--- config.mk ---
export PLATFORM = sky130hd
export DESIGN_NAME = rgb_sinp
export DESIGN_NICKNAME = d
export VERILOG_FILES = /design/src/rtl/rgb_pkg.sv /design/src/rtl/rgb_sin_sync.sv /design/src/rtl/rgb_sinp.sv
export SDC_FILE = /design/constraint.sdc
export NUM_CORES = 1
export LEC_CHECK = 0
export ABC_AREA = 1
export CORE_MARGIN = 1.5
export CORE_UTILIZATION = 45
export DETAILED_ROUTE_END_ITERATION = 12
export GPL_TIMING_DRIVEN = 0
export SYNTH_ARGS = -nofsm -noshare
export SYNTH_HDL_FRONTEND = slang
export SYNTH_SLANG_ARGS = --single-unit
--- constraint.sdc ---
create_clock -name clk -period 1.9 [get_ports clk]
set_input_delay 0.38 -clock clk [delete_from_list [all_inputs] [get_ports clk]]
set_output_delay 0.38 -clock clk [all_outputs]
set_load 0.005 [all_outputs]
--- src/rtl/rgb_pkg.sv ---
// Shared definitions for the RGB-to-RGBW converter: FIFO word layout,
// clock-count constants at 96 MHz and the serial-input state encoding.
package rgb_pkg;

   localparam int bnum_valid        = 31;
   localparam int bnum_stream_reset = 30;
   localparam int bnum_g_first      = 23;
   localparam int bnum_g_last       = 16;
   localparam int bnum_r_first      = 15;
   localparam int bnum_r_last       = 8;
   localparam int bnum_b_first      = 7;
   localparam int bnum_b_last       = 0;

   localparam logic [31:0] RESET_WORD = 32'hC000_0000;

   localparam int CLK_MHZ               = 96;
   localparam int BITS_PER_WORD         = 24;
   localparam int COUNTER_MAX_DEF       = 7800;
   localparam int GLITCH_CLKS_DEF       = 10;
   localparam int T1H_THRESH_DEF        = 58;
   localparam int HIGH_MAX_DEF          = 192;
   localparam int STREAM_RESET_CLKS_DEF = 4800;

   typedef enum logic [1:0] {
      S_SYNC,
      S_LOW,
      S_HIGH
   } sin_state_t;

   function automatic logic [31:0] data_word(input logic [23:0] grb);
      logic [31:0] w;
      w = '0;
      w[bnum_valid] = 1'b1;
      w[bnum_g_first:bnum_b_last] = grb;
      return w;
   endfunction

endpackage

--- src/rtl/rgb_sin_sync.sv ---
// Two-flop synchroniser for the asynchronous serial line, plus a delay flop
// that yields registered one-clock rise and fall pulses.
module rgb_sin_sync (
   input  logic clk,
   input  logic rst,
   input  logic in_sig,
   output logic sig_s,
   output logic rise,
   output logic fall
);

   logic meta;
   logic sig_d;

   // NOTE: every flop in a clocked block uses <= so all stages see the
   // pre-edge values and the chain shifts by exactly one stage per clock.
   always_ff @(posedge clk) begin
      if (rst) begin
         meta  <= 1'b0;
         sig_s <= 1'b0;
         sig_d <= 1'b0;
         rise  <= 1'b0;
         fall  <= 1'b0;
      end else begin
         meta  <= in_sig;
         sig_s <= meta;
         sig_d <= sig_s;
         rise  <= sig_s & ~sig_d;
         fall  <= ~sig_s & sig_d;
      end
   end

endmodule

--- src/rtl/rgb_sinp.sv ---
// WS2812B serial decoder: measures high-pulse widths, packs G-R-B bits into
// 24-bit words and writes status+colour words (or stream-reset words) to the FIFO.
module rgb_sinp
   import rgb_pkg::*;
#(
   parameter int COUNTER_MAX       = COUNTER_MAX_DEF,
   parameter int GLITCH_CLKS       = GLITCH_CLKS_DEF,
   parameter int T1H_THRESH        = T1H_THRESH_DEF,
   parameter int HIGH_MAX          = HIGH_MAX_DEF,
   parameter int STREAM_RESET_CLKS = STREAM_RESET_CLKS_DEF
) (
   input  logic        clk,
   input  logic        rst,
   input  logic        in_sig,
   input  logic        in_wr_fifo_full,
   output logic        out_wr_fifo_en,
   output logic [31:0] out_wr_fifo_data,
   output logic        out_overflow,
   output logic        out_frame_err
);

   localparam int CW = $clog2(COUNTER_MAX + 1);
   localparam logic [CW-1:0] CNT_MAX  = CW'(COUNTER_MAX);
   localparam logic [CW-1:0] GL_CNT   = CW'(GLITCH_CLKS);
   localparam logic [CW-1:0] T1_CNT   = CW'(T1H_THRESH);
   localparam logic [CW-1:0] HM_CNT   = CW'(HIGH_MAX);
   localparam logic [CW-1:0] SR_CNT   = CW'(STREAM_RESET_CLKS);
   localparam logic [4:0]    WORD_LEN = 5'(BITS_PER_WORD);

   logic sig_s, rise, fall;

   rgb_sin_sync u_sync (
      .clk    (clk),
      .rst    (rst),
      .in_sig (in_sig),
      .sig_s  (sig_s),
      .rise   (rise),
      .fall   (fall)
   );

   sin_state_t    state_q, state_d;
   logic [CW-1:0] cnt_q, cnt_d;
   logic [CW-1:0] save_q, save_d;
   logic [4:0]    bitcnt_q, bitcnt_d;
   logic [23:0]   shift_q, shift_d;
   logic          rst_word, err_set, wr_due;
   logic [31:0]   wr_word;

   // NOTE: every signal driven here gets a default before any branch, so no
   // path leaves it unassigned and no latch is inferred.
   always_comb begin
      state_d  = state_q;
      save_d   = save_q;
      bitcnt_d = bitcnt_q;
      shift_d  = shift_q;
      rst_word = 1'b0;
      err_set  = 1'b0;

      if (rise || fall)          cnt_d = {{(CW-1){1'b0}}, 1'b1};
      else if (cnt_q == CNT_MAX) cnt_d = cnt_q;
      else                       cnt_d = cnt_q + 1'b1;

      if (bitcnt_q == WORD_LEN) bitcnt_d = '0;

      case (state_q)
         S_SYNC: begin
            if (!sig_s && cnt_q == SR_CNT) begin
               rst_word = 1'b1;
               state_d  = S_LOW;
            end
         end
         S_LOW: begin
            if (cnt_q == SR_CNT) rst_word = 1'b1;
            if (rise) begin
               save_d  = cnt_q;
               state_d = S_HIGH;
            end
         end
         S_HIGH: begin
            if (cnt_q > HM_CNT) begin
               err_set  = 1'b1;
               bitcnt_d = '0;
               shift_d  = '0;
               state_d  = S_SYNC;
            end else if (fall) begin
               state_d = S_LOW;
               // A glitch resumes the low interval it interrupted.
               if (cnt_q < GL_CNT) begin
                  cnt_d = save_q;
               end else begin
                  shift_d  = {shift_q[22:0], (cnt_q >= T1_CNT)};
                  bitcnt_d = bitcnt_q + 5'd1;
               end
            end
         end
         default: state_d = S_SYNC;
      endcase

      if (rst_word) begin
         if (bitcnt_q != '0) err_set = 1'b1;
         bitcnt_d = '0;
         shift_d  = '0;
      end
   end

   assign wr_due  = rst_word | (bitcnt_q == WORD_LEN);
   assign wr_word = rst_word ? RESET_WORD : data_word(shift_q);

   always_ff @(posedge clk) begin
      if (rst) begin
         state_q          <= S_SYNC;
         cnt_q            <= '0;
         save_q           <= '0;
         bitcnt_q         <= '0;
         shift_q          <= '0;
         out_wr_fifo_en   <= 1'b0;
         out_wr_fifo_data <= '0;
         out_overflow     <= 1'b0;
         out_frame_err    <= 1'b0;
      end else begin
         state_q        <= state_d;
         cnt_q          <= cnt_d;
         save_q         <= save_d;
         bitcnt_q       <= bitcnt_d;
         shift_q        <= shift_d;
         out_wr_fifo_en <= wr_due & ~in_wr_fifo_full;
         if (wr_due && !in_wr_fifo_full) out_wr_fifo_data <= wr_word;
         if (wr_due && in_wr_fifo_full)  out_overflow     <= 1'b1;
         if (err_set)                    out_frame_err    <= 1'b1;
      end
   end

endmodule
==> flow_summary.ini, run 1 <==
[clock_tree]
cts_made_buffers = 9
clockBufferDepth = 2
clock_sinks = 91
htreeDepth = 3
clkLatencyLatePin_ns = 0.37
cts-root-buf = clkbuf_8
cts.clk_slew.worst_paths_ns = 0.09
cts_tree = done

[critical_path]
end_kind = flip-flop
crit_path_start_kind = flip-flop
path_class = flip-flop to flip-flop
crit_required_ns = 2.21
path_max_fanout = 10
arrival_ns = 2.12

[logic_synthesis]
syn_avg_cell_area_sq_um = 8.04
synth.largest_area_cell = dfxtp_1
netlist-cell-type-count = 36
netlist_area_sq_mm = 0.00431
synth_area_leaders = dfxtp_1 (42%), nand3_1 (8.2%), nand2_1 (7.8%)
ys_seq_area_share_pct = 42.3
synth-seq-cells = 91
netlist.area_leader.share_pct = 42.3
synth_warnings = 0
syn-instance-count = 536

[detailed_routing]
route.detailed.drc = 0
drt_wl_total_um = 10100
viasPerCell = 5.05
drt_first_pass_iters = 4
vias = 3661
ant_nets = 0
drt_iter0_drc = 175
post_drt_wl_per_cell_um = 13.9

[layout]
drive_gt1_share_pct = 22.5
fin_util_pct = 54.4
final_area_sq_mm = 0.00505
final_nets = 599
mostFrequentLayoutCells = nand2_1 (90), dfxtp_1 (90), nand3_1 (71)
n_antenna_cell = 0
area_delta_synth_final_pct = 17.2

[place]
gp_congestion = 0.888
dpl_cell_area_sq_mm = 0.00481
port_buffers = 32
place_hpwl_um = 7150

[power_and_ir_drop]
clkPwrFrac_pct = 37.8
swShare_pct = 25.3
ir_worst_vdd_v = 0.000485
p_leak_nw = 1.82
p_total_mw = 3.33
sequentialPowerShare_pct = 57.9
internal_power_mw = 2.49
combPwrFrac_pct = 4.2
power.density_mw_per_mm2 = 659
power.switching_mw = 0.843

[timing]
fin_skew_ns = 0.0137
tns_ns = 0
finalSetupViolCount = 0
final_max_slew_viol_count = 0
hold_viol = 0
period_share_pct = 95.2
max-slew-margin-rel_pct = 47.2
rsz0062_at_grt = no
fmax_mhz = 553
fin_crit_ns = 1.81
worst_pin_slew_ns = 0.792

[global_route]
grt_max_degree = 17
track_usage_pct = 21.0
grt_pass1_wl_um = 16600
grt_remaining_overflow = 0
grt_pass1_vias = 3429
grt_antenna_before_repair = 0

[floorplanning]
start_util_pct = 46.4
row_count = 35
core_area_sq_mm = 0.00928
num_io_pins = 39
fp.dieW_um = 101
die-area_sq_mm = 0.0102
die_h_um = 101

[run]
maxCapViolations = 0

[min_path]
hold_class = flip-flop to flip-flop

[run_status]
status = finished clean
==> per-layer routing <==
layer  up-vias  part of all wire, %  global-route usage [%]
met5         -                    0                       0
met4         0                  1.4                    7.15
met3        11                  3.8                    3.61
met2        68                   44                    31.5
li1       1904                    -                       -
met1      1678                   51                    30.5
==> what timing repair did <==
| item | 4_1_cts | 5_1_grt |
|---|---|---|
| hold buffers | 0 | 0 |
| resized for setup | 0 | 7 |
| buffers inserted | 2 | 5 |
| cloned | 0 | 0 |
| endpoints found under the hold margin | 0 | 0 |
| endpoints found under the setup margin | 8 | 38 |
| pin swaps | 1 | 4 |
==> logic make-up after synthesis <==
family / synth area share (%)
simple gates: 33.1
flops: 42.3
other cells: 0.0870
compound gates: 13.9
xor+xnor: 0.813
buf+inv: 8.65
fa+ha+maj: 1.16
==> critical path, stage by stage (launching register included) <==
cell	delay [ns]
dfxtp_1	0.38
buf_2	0.21
nor2_1	0.30
clkbuf_1	0.45
nand3_1	0.23
a21oi_2	0.17
==> cells in the mapped netlist <==
cell type / number
o21ai_0: 8
nand3b_1: 1
buf_4: 10
a21oi_2: 18
nor4_1: 1
clkbuf_1: 11
nor2_8: 1
buf_6: 9
a21boi_0: 2
nand3_2: 2
nor2_4: 7
o21ai_1: 12
nand4_1: 22
nor3_1: 7
inv_1: 29
inv_4: 1
nand2_2: 23
nand3_4: 4
xor2_1: 4
nor2_1: 26
ha_1: 4
nand2_1: 90
a21oi_1: 45
conb_1: 1
o211ai_1: 2
or2_1: 1
nor2_2: 7
nor3_2: 1
buf_1: 1
dfxtp_1: 91
inv_2: 6
buf_2: 2
o21ai_2: 10
clkinv_1: 1
nand2_4: 5
nand3_1: 71
==> power by group through the flow <==
stage | Sequential (mW) | Clock, mW | Combinational [mW]
floorplan | 1.97 | 0 | 0.102
global placement | 1.97 | 0 | 0.139
detailed placement | 1.97 | 0 | 0.141
CTS | 1.93 | 1.29 | 0.141
global route | 1.93 | 1.37 | 0.156
finish | 1.93 | 1.26 | 0.141
==> area by class of cell <==
class	count	area, sq um
Multi-Input combinational cell	380	2130
Tap cell	129	161
Clock inverter	6	47.5
Inverter	37	141
Timing Repair Buffer	39	373
Fill cell	932	4230
Sequential cell	91	1820
Clock buffer	10	138
Buffer	33	234
==> through the flow <==
| step | std cells | hold slack (ns) | setup slack [ns] |
|---|---|---|---|
| CTS | 720 | 0.409 | 0.0597 |
| floorplan | 541 | 0.388 | 0.294 |
| detailed placement | 702 | 0.396 | -0.291 |
| global placement | 702 | 0.393 | -0.260 |
| finish | 725 | 0.407 | 0.0914 |
| global route | 725 | 0.430 | 0.00437 |
==> path summary, 6_finish.rpt <==
check,from,endpoint,slack (ns),cells past startpoint
worst max-delay path,u_sync.fall$_SDFF_PP0_,cnt_q[12]$_SDFF_PP0_,0.09,5
worst min-delay path,u_sync.meta$_SDFF_PP0_,u_sync.sig_s$_SDFF_PP0_,0.41,2
worst max register to register,u_sync.fall$_SDFF_PP0_,cnt_q[12]$_SDFF_PP0_,0.09,5
worst min register to register,u_sync.meta$_SDFF_PP0_,u_sync.sig_s$_SDFF_PP0_,0.41,2
==> state kept, by name, indices dropped and copies added, names as in the netlist, 2 cells and up <==
register,count
out_wr_fifo_data,26
shift_q,24
cnt_q,13
state_q,2
save_q,13
bitcnt_q,5
Power figures use the tool's default switching activity.
==> run 2, diff against run 1 <==
Settings changed: HOLD_SLACK_MARGIN set to 0.06.
==> results of run 2 <==
Final layout, timing and power as in run 1 (identical DEF).
